`config.mk`:
```
export PLATFORM = sky130hd
export DESIGN_NAME = muldiv_unit
export DESIGN_NICKNAME = d
export VERILOG_FILES = /design/src/rtl/riscv_pkg.sv /design/src/rtl/muldiv_unit.sv
export SDC_FILE = /design/constraint.sdc
export NUM_CORES = 1
export LEC_CHECK = 0
export ABC_AREA = 0
export CAP_MARGIN = 25
export CORE_UTILIZATION = 55
export CTS_CLUSTER_DIAMETER = 30
export DETAILED_ROUTE_END_ITERATION = 8
export PLACE_DENSITY_LB_ADDON = 0.25
export RECOVER_POWER = 50
export SYNTH_ARGS = -nofsm -noshare
export SYNTH_HDL_FRONTEND = slang
export SYNTH_SLANG_ARGS = --single-unit
export TNS_END_PERCENT = 20
```
`constraint.sdc`:
```
create_clock -name clk_i -period 8 [get_ports clk_i]
set_clock_uncertainty 0.1 [all_clocks]
set_input_delay 1.6 -clock clk_i [delete_from_list [all_inputs] [get_ports clk_i]]
set_output_delay 1.6 -clock clk_i [all_outputs]
set_load 0.1 [all_outputs]
```
`src/rtl/riscv_pkg.sv`:
```
// Shared RV32 core types: M-extension operation codes and multiply/divide constants.
package riscv_pkg;

    typedef enum logic [3:0] {
        MULDIV_NOP    = 4'd0,
        MULDIV_MUL    = 4'd1,
        MULDIV_MULH   = 4'd2,
        MULDIV_MULHSU = 4'd3,
        MULDIV_MULHU  = 4'd4,
        MULDIV_DIV    = 4'd5,
        MULDIV_DIVU   = 4'd6,
        MULDIV_REM    = 4'd7,
        MULDIV_REMU   = 4'd8
    } muldiv_oper_t;

    typedef enum logic [1:0] {
        MULDIV_IDLE = 2'd0,
        MULDIV_CALC = 2'd1,
        MULDIV_DONE = 2'd2
    } muldiv_state_t;

    localparam logic [31:0] MULDIV_DIV_ZERO_Q = 32'hFFFF_FFFF;
    localparam int          MULDIV_CYCLES     = 32;

endpackage

```
`src/rtl/muldiv_unit.sv`:
```
// Iterative RV32M multiply/divide: one shared 33-bit adder sequenced over 32 CALC cycles.
module muldiv_unit
    import riscv_pkg::*;
(
    input  logic         clk_i,
    input  logic         rst_i,
    input  logic         start_i,
    input  muldiv_oper_t op_i,
    input  logic [31:0]  operand1_i,
    input  logic [31:0]  operand2_i,
    input  logic         flush_i,
    output logic         stall_o,
    output logic         done_o,
    output logic [31:0]  result_o
);

    function automatic logic is_div(input muldiv_oper_t op);
        return (op == MULDIV_DIV) || (op == MULDIV_DIVU) ||
               (op == MULDIV_REM) || (op == MULDIV_REMU);
    endfunction

    function automatic logic is_rem(input muldiv_oper_t op);
        return (op == MULDIV_REM) || (op == MULDIV_REMU);
    endfunction

    function automatic logic signed_op1(input muldiv_oper_t op);
        return (op == MULDIV_DIV) || (op == MULDIV_REM) ||
               (op == MULDIV_MULH) || (op == MULDIV_MULHSU);
    endfunction

    function automatic logic signed_op2(input muldiv_oper_t op);
        return (op == MULDIV_DIV) || (op == MULDIV_REM) || (op == MULDIV_MULH);
    endfunction

    // hi/lo hold the product for multiplies, remainder/quotient for divides.
    function automatic logic [31:0] select_result(input muldiv_oper_t op, input logic neg,
                                                  input logic [31:0] hi, input logic [31:0] lo);
        logic [63:0] prod;
        prod = neg ? (~{hi, lo} + 64'd1) : {hi, lo};
        case (op)
            MULDIV_MUL:                               return prod[31:0];
            MULDIV_MULH, MULDIV_MULHSU, MULDIV_MULHU: return prod[63:32];
            MULDIV_DIV, MULDIV_DIVU:                  return neg ? (~lo + 32'd1) : lo;
            MULDIV_REM, MULDIV_REMU:                  return neg ? (~hi + 32'd1) : hi;
            default:                                  return 32'd0;
        endcase
    endfunction

    muldiv_state_t state_q, state_d;
    logic [5:0]    cnt_q, cnt_d;
    muldiv_oper_t  op_q, op_d;
    logic          neg_q, neg_d;
    logic [31:0]   hi_q, hi_d;
    logic [31:0]   lo_q, lo_d;
    logic [31:0]   b_q, b_d;
    logic          done_q, done_d;
    logic [31:0]   result_q, result_d;

    logic          sign1, sign2;
    logic [31:0]   mag1, mag2;
    logic          div_q_op;
    logic [32:0]   add_a, add_b, add_sum;

    assign sign1 = signed_op1(op_i) & operand1_i[31];
    assign sign2 = signed_op2(op_i) & operand2_i[31];
    assign mag1  = sign1 ? (~operand1_i + 32'd1) : operand1_i;
    assign mag2  = sign2 ? (~operand2_i + 32'd1) : operand2_i;

    // Divide trial-subtracts via inverted addend plus carry-in; multiply adds when lo[0] is set.
    assign div_q_op = is_div(op_q);
    assign add_a    = div_q_op ? {hi_q, lo_q[31]} : {1'b0, hi_q};
    assign add_b    = div_q_op ? ~{1'b0, b_q} : (lo_q[0] ? {1'b0, b_q} : 33'd0);
    assign add_sum  = add_a + add_b + {32'd0, div_q_op};

    always_comb begin
        state_d  = state_q;
        cnt_d    = cnt_q;
        op_d     = op_q;
        neg_d    = neg_q;
        hi_d     = hi_q;
        lo_d     = lo_q;
        b_d      = b_q;
        done_d   = 1'b0;
        result_d = result_q;

        case (state_q)
            MULDIV_IDLE: begin
                if (start_i) begin
                    op_d    = op_i;
                    hi_d    = 32'd0;
                    lo_d    = mag1;
                    b_d     = mag2;
                    neg_d   = is_rem(op_i) ? sign1 : (sign1 ^ sign2);
                    cnt_d   = 6'(MULDIV_CYCLES);
                    state_d = MULDIV_CALC;
                    if (is_div(op_i) && (operand2_i == 32'd0)) begin
                        cnt_d    = 6'd0;
                        state_d  = MULDIV_DONE;
                        done_d   = 1'b1;
                        result_d = is_rem(op_i) ? operand1_i : MULDIV_DIV_ZERO_Q;
                    end else if (((op_i == MULDIV_DIV) || (op_i == MULDIV_REM)) &&
                                 (operand1_i == 32'h8000_0000) &&
                                 (operand2_i == 32'hFFFF_FFFF)) begin
                        cnt_d    = 6'd0;
                        state_d  = MULDIV_DONE;
                        done_d   = 1'b1;
                        result_d = is_rem(op_i) ? 32'd0 : 32'h8000_0000;
                    end
                end
            end
            MULDIV_CALC: begin
                cnt_d = cnt_q - 6'd1;
                if (div_q_op) begin
                    if (!add_sum[32]) begin
                        hi_d = add_sum[31:0];
                        lo_d = {lo_q[30:0], 1'b1};
                    end else begin
                        hi_d = {hi_q[30:0], lo_q[31]};
                        lo_d = {lo_q[30:0], 1'b0};
                    end
                end else begin
                    hi_d = add_sum[32:1];
                    lo_d = {add_sum[0], lo_q[31:1]};
                end
                if (cnt_q == 6'd1) begin
                    state_d  = MULDIV_DONE;
                    done_d   = 1'b1;
                    result_d = select_result(op_q, neg_q, hi_d, lo_d);
                end
            end
            MULDIV_DONE: begin
                state_d = MULDIV_IDLE;
            end
            default: begin
                state_d = MULDIV_IDLE;
            end
        endcase

        if (flush_i) begin
            state_d  = MULDIV_IDLE;
            cnt_d    = 6'd0;
            done_d   = 1'b0;
            result_d = result_q;
        end
    end

    always_ff @(posedge clk_i) begin
        if (rst_i) begin
            state_q  <= MULDIV_IDLE;
            cnt_q    <= 6'd0;
            done_q   <= 1'b0;
            result_q <= 32'd0;
        end else begin
            state_q  <= state_d;
            cnt_q    <= cnt_d;
            done_q   <= done_d;
            result_q <= result_d;
        end
        op_q  <= op_d;
        neg_q <= neg_d;
        hi_q  <= hi_d;
        lo_q  <= lo_d;
        b_q   <= b_d;
    end

    assign stall_o  = ((state_q == MULDIV_IDLE) && start_i && !flush_i) ||
                      (state_q == MULDIV_CALC);
    assign done_o   = done_q;
    assign result_o = result_q;

endmodule

```
Yosys cells after proc, flatten, opt, wreduce, memory -nomap -nowiden
Index checks and enable logic that the tools add are counted.
{"block": "totals", "ff_bits": 142, "latch_bits": 0, "ramBits": 0, "romBits": 0, "input_bits": 72, "output_inout_bits": 34, "wordCells": 117, "memories": 0}
{"block": "op_classes", "addsub": 8, "mul": 0, "div": 0, "n_lt_le_gt_ge": 0, "n_eq_ne": 21, "shift": 0, "n_mux": 41, "bitwise": 10, "reduce_logical": 28}
{"cell": "2-to-1 mux 32 bit", "n": 18}
{"cell": "one-hot mux 32 bit (2 select lines)", "n": 3}
{"cell": "adder 32 x 1 -> 32 bit (second input constant)", "n": 4}
{"cell": "NOT 32 bit", "n": 4}
{"cell": "one-hot mux 32 bit (4 select lines)", "n": 1}
{"cell": "2-to-1 mux 33 bit", "n": 2}
{"cell": "adder 64 x 1 -> 64 bit (second input constant)", "n": 1}
{"cell": "== test 32 bit (second input constant)", "n": 2}
{"cell": "2-to-1 mux 64 bit", "n": 1}
{"cell": "NOT 64 bit", "n": 1}
{"cell": "adder 33 x 1 -> 33 bit", "n": 1}
{"cell": "adder 33 bit", "n": 1}
{"cell": "NOT 32 -> 33 bit", "n": 1}
{"cell": "zero test 32 bit", "n": 1}
{"cell": "== test 4 x 3 -> 1 bit (second input constant)", "n": 7}
{"cell": "2-to-1 mux 6 bit", "n": 3}
{"cell": "== test 4 x 2 -> 1 bit (second input constant)", "n": 4}
{"cell": "one-hot mux 6 bit (2 select lines)", "n": 1}
{"cell": "logical OR 1 bit", "n": 11}
{"cell": "== test 4 bit (second input constant)", "n": 2}
{"cell": "2-to-1 mux 2 bit", "n": 4}
{"cell": "== test 6 x 1 -> 1 bit (second input constant)", "n": 1}
{"cell": "2-to-1 mux 1 bit", "n": 6}
{"cell": "AND reduction 2 bit", "n": 3}
{"cell": "other kinds (17)", "n": 25}

Longest topological paths before layout
{"block": "depth", "depth_word": 16, "ltp_mapped": 40, "ltp_nobuf": 29}

Least setup slack after synthesis
Ideal clock, no wire load.
{"block": "synth_timing", "kind": "reg-to-reg", "start": "register op_q[1]", "end": "register result_q[28] (netlist: result_o[28])", "setup_ns": 0.069, "arrival_ns": 8.139, "t_required_ns": 7.831, "setup_slack_ns": -0.308, "path_stages_with_launch": 38, "path_buffers": 13, "synth_period_minus_slack_ns": 8.308, "path_cell_list": "edfxtp_1 > buf_4 > nor4b_2 > a21o_1 > buf_6 > buf_6 > buf_2 > buf_2 > buf_2 > buf_2 > buf_2 > buf_2 > buf_1 > clkbuf_1 > nand2_1 > nand2_1 > inv_1 > fa_1 > (+2 left out) > a21oi_1 > o21a_1 > o211a_4 > nor3_2 > nor2_1 > buf_2 > a211oi_1 > a21oi_1 > ha_1 > inv_1 > or4b_1 > buf_2 > nor3_4 > nand3_2 > nor3b_4 > a311oi_1 > or4b_1 > o21ai_1"}
{"block": "synth_between", "elab_chain_cells": 16, "word_cells_on_any_way": 36, "cone_classes": "add/sub (5); eq/ne (8); mux (14); bitwise (3); reduce/logical (6)"}
{"element": "start: declaration", "line_no": "muldiv_unit.sv:51", "source": "muldiv_oper_t op_q, op_d;"}
{"element": "start signal: assignment", "line_no": "muldiv_unit.sv:159", "source": "op_q <= op_d;"}
{"element": "== test 4 x 3 -> 1 bit", "line_no": "muldiv_unit.sv:18, muldiv_unit.sv:40"}
{"element": "logical OR 1 bit (2 in series)", "line_no": "muldiv_unit.sv:18", "source": "return (op == MULDIV_DIV) || (op == MULDIV_DIVU) ||"}
{"element": "logical OR 1 bit", "line_no": "muldiv_unit.sv:19", "source": "(op == MULDIV_REM) || (op == MULDIV_REMU);"}
{"element": "2-to-1 mux 33 bit (on tied branches)", "line_no": "muldiv_unit.sv:71, muldiv_unit.sv:72"}
{"element": "adder 33 bit", "line_no": "muldiv_unit.sv:73", "source": "assign add_sum = add_a + add_b + {32'd0, div_q_op};"}
{"element": "adder 33 x 1 -> 33 bit", "line_no": "muldiv_unit.sv:73"}
{"element": "2-to-1 mux 1 bit / 2-to-1 mux 32 bit (equally long branches)", "line_no": "muldiv_unit.sv:114", "source": "if (!add_sum[32]) begin"}
{"element": "2-to-1 mux 32 bit", "line_no": "muldiv_unit.sv:113", "source": "if (div_q_op) begin"}
{"element": "2-to-1 mux 32 bit", "line_no": "muldiv_unit.sv:86", "source": "case (state_q)"}
{"element": "NOT 64 bit (tied with other cells)", "line_no": "muldiv_unit.sv:39", "source": "prod = neg ? (~{hi, lo} + 64'd1) : {hi, lo};"}
{"element": "adder 64 x 1 -> 64 bit (tied with other cells)", "line_no": "muldiv_unit.sv:39"}
{"element": "2-to-1 mux 64 bit (tied with other cells)", "line_no": "muldiv_unit.sv:39"}
{"element": "one-hot mux 32 bit (4 select lines) *", "line_no": "muldiv_unit.sv:40", "source": "case (op)"}
{"element": "2-to-1 mux 32 bit *", "line_no": "muldiv_unit.sv:125", "source": "if (cnt_q == 6'd1) begin"}
{"element": "one-hot mux 32 bit (2 select lines) *", "line_no": "muldiv_unit.sv:86"}
{"element": "end signal: assignment", "line_no": "muldiv_unit.sv:157", "source": "result_q <= result_d;"}
{"element": "end: declaration", "line_no": "muldiv_unit.sv:57", "source": "logic [31:0] result_q, result_d;"}
Mark *: on every way between the ends. The rest lies on a longest branch, timed or not. The select of a mux whose other input is x is not followed.
A chain may end at the register's enable or synchronous reset.

Worst setup path in the final report
{"block": "layout_timing", "start": "register op_q[1]", "end": "register result_q[12] (netlist: result_o[12])"}
The elaborated chain is that of the path after synthesis.

==> impl_metrics.yaml <==
power_and_ir_drop:
  p_leak_uw: 0.00601
  ir_drop_mv: 0.126
  pwr-share-seq_pct: 28.3
  switching_share_pct: 42.8
  p_int_uw: 1840
  p_per_area_nw_per_um2: 198
  p_switching_uw: 1380
  pwr-share-comb_pct: 45.1
  clock_power_share_pct: 26.6
cts:
  cts_tree: "done"
  clock_path_buffers: 2
  h-tree-depth: 4
  clkLatencyLatePin_ns: 0.44
  cts.clk_slew.worst_paths_ns: 0.07
  root_buffer: "clkbuf_16"
  clock-sinks: 142
  cts_hold_buf: 0
  cts_made_buffers: 17
synthesis:
  syn_area_um2: 14500
  synth_edf_count: 101
  synth_nets: 2003
  ys_seq_area_share_pct: 26.7
  ys_types: 117
  yosysWarnings: 0
  post_synth.cell_area_avg_um2: 7.65
  synth-main-ff-cell: "edfxtp_1"
  syn_inst: 1890
  async_flop_share_pct: 0
  ys_seq_elements: 142
grt:
  grt_pass1_wl_um: 78400
  grt_overflow_total: 0
  grt_use_total_pct: 38.2
  grt_pass1_vias: 13600
  antenna_found_initial: 0
  grt_max_degree: 87
floorplan:
  fp.coreArea_um2: 25500
  io-pin-count: 106
  fp-row-count: 58
  start_util_pct: 56.8
  die-width_um: 164
  dieArea_um2: 26900
  fp.dieH_um: 164
outcome:
  violations: "max-capacitance violations, max-slew violations"
  status: "complete, but fails checks"
route:
  wl_per_cell_um: 22.9
  drtIter0Drc: 2181
  vias: 15500
  drtPass1Iterations: 8
  antenna_left: 0
  routed_via_density: 6.80
  drt_wl_total_um: 52400
  drc_errors: 0
setup_path:
  required_ns: 8.20
  critPathMaxFanout: 49
  cp-start-kind: "register"
  arrival_ns: 7.80
  crit_start: "op_q[1]$_DFFE_PP_"
  r2r_start: "op_q[1]$_DFFE_PP_"
  critPathKind: "register to register"
  end_kind: "register"
place:
  gp_congestion: 1.00
  dp_hpwl_um: 39700
  portBuffers: 105
  post_dp_cell_area_um2: 15600
timing:
  timing_max_transition_violations_final: 104
  slew_headroom_pct: -175
  tns_ns: 0
  tightest_slew_ns: 4.13
  grt_setup_unrepaired: "false"
  post-route-period-util_pct: 95.0
  finalHoldViolCount: 0
  fin_crit_ns: 7.60
  setup_violations: 0
  timing.fmax_ghz: 0.132
hold_path:
  hold_start: "result_o[5]$_SDFFE_PP0P_"
  hp-class: "register to register"
layout:
  fin_util_pct: 63.8
  area_growth_pct: 12.4
  layout-drive-gt1-share_pct: 7.26
  fin_area_um2: 16300
  n_antenna_cell: 0
  nets: 2055
  fillCellCount: 2336
flow_run:
  cap_viol_max_count: 2
## placed cells by master, fill, tap and decap left out, types with 8 or more instances in the layout
master,n
xnor2_1,76
and2_1,27
a21o_1,14
o22ai_1,8
or3_1,18
o21ai_0,153
nor4_1,15
or2_2,9
o21a_1,12
dlygate4sd3_1,23
o211ai_1,23
a311oi_1,15
a21boi_0,8
nand4_1,22
a21oi_1,151
o31ai_1,25
a2111oi_0,8
clkbuf_16,21
edfxtp_1,101
ha_1,39
buf_4,40
nor3_1,60
inv_1,38
mux2i_1,42
and3_1,12
nand2_1,265
clkdlybuf4s50_1,82
nand3_1,47
nor2_1,205
o41ai_1,12
nand2b_1,17
o221ai_1,10
dfxtp_1,41
a211oi_1,20
xor2_1,54
a31oi_1,34
## final timing paths
kind | endpoint | slack (ns) | cells after the start
hold reg to reg | result_o[5]$_SDFFE_PP0P_ | 0.41 | 2
hold / removal | result_o[5]$_SDFFE_PP0P_ | 0.41 | 2
setup reg to reg | result_o[12]$_SDFFE_PP0P_ | 0.40 | 27
setup / recovery | result_o[12]$_SDFFE_PP0P_ | 0.40 | 27
## per-stage QoR
step                      power [uW]  std cells  hold slack, ns  setup WS [ns]
after floorplan                 1900       1890           0.375         0.0570
after global placement          2310       2249           0.385          0.765
after detailed placement        2320       2249           0.396          0.681
after CTS                       3160       2281           0.406          0.640
after global routing            3350       2285           0.425          0.105
final                           3220       2285           0.405          0.401
## final cells by class
cell class	count	area, um2	share of cell area (%)
clock buffers	23	534	3.29
repair buffers	147	1360	8.36
flip-flops and latches	142	3850	23.7
multi-input cells	1594	9860	60.7
inverters	40	150	0.924
clock inverters	9	81.3	0.500
well taps	330	413	2.54
## registers in the layout, indices dropped and copies added, names as in the netlist
signal / cells
lo_q: 32
op_q: 4
state_q: 2
neg_q: 1
result_o: 32
b_q: 32
cnt_q: 6
done_o: 1
hi_q: 32
## cell families after synthesis
family	share of synthesized area [%]
simple gates	25.5
buf+inv	5.44
flops	26.7
xor+xnor	7.88
fa+ha+maj	3.65
compound gates	27.6
mux	3.30
## power groups by stage
| stage | Combinational [uW] | Sequential [uW] | Clock, uW |
|---|---|---|---|
| after floorplan | 1000 | 897 | 0 |
| after global placement | 1390 | 919 | 0 |
| after detailed placement | 1400 | 920 | 0 |
| after CTS | 1410 | 905 | 852 |
| after global routing | 1550 | 915 | 883 |
| final | 1450 | 911 | 855 |
## synthesized netlist by cell type, types with 8 or more instances
master	number	area, um2
nand2_1	265	995
nor2_1	206	773
o21ai_0	153	766
a21oi_1	152	761
edfxtp_1	101	3030
xnor2_1	76	666
clkbuf_1	62	233
nor3_1	60	300
xor2_1	54	473
nand3_1	47	235
mux2i_1	42	420
dfxtp_1	41	821
ha_1	39	488
inv_1	38	143
a31oi_1	35	219
and2_1	28	175
o31ai_1	25	188
buf_2	24	120
o211ai_1	23	173
nand4_1	22	138
a211oi_1	20	150
nand2b_1	18	113
or3_1	18	113
a21o_1	15	113
a311oi_1	15	131
nor4_1	15	93.8
and3_1	12	75.1
o21a_1	12	90.1
o41ai_1	12	105
o221ai_1	10	87.6
or2_2	10	62.6
clkbuf_8	9	124
a2111oi_0	8	70.1
a21boi_0	8	60.1
nor2b_1	8	50.1
o22ai_1	8	50.1
## worst max-delay path, stage by stage, from the launching register on
cell       delay [ns]
edfxtp_1         0.52
or2_1            0.37
a21o_4           0.36
inv_2            0.09
buf_4            0.44
nand2_1          0.11
nand2_1          0.10
inv_1            0.07
fa_1             0.43
fa_1             0.42
nand2b_1         0.20
a21oi_1          0.23
o21a_1           0.30
o211ai_2         0.19
nand3_1          0.29
and3_1           0.21
o31ai_1          0.07
buf_4            0.16
inv_1            0.15
ha_1             0.17
inv_1            0.06
or4b_1           0.67
a2111oi_0        0.84
and2_1           0.28
a21o_1           0.13
nand2_1          0.05
a31oi_1          0.29
nor3_1           0.11
## layer usage
| layer | global-route usage, % | up-vias | part of all wire, % |
|---|---|---|---|
| met5 | 0 | - | 0 |
| met2 | 57.5 | 958 | 44 |
| li1 | - | 7134 | - |
| met3 | 6.41 | 110 | 11 |
| met4 | 10.6 | 0 | 2.5 |
| met1 | 55.6 | 7338 | 43 |
## repair_timing
action / CTS / global route
setup buffers: 0 / 3
setup endpoints to repair: 0 / 2
endpoints found under the hold margin: 0 / 0
resized for setup: 0 / 1
No activity file was read; power rests on OpenSTA's default activity.
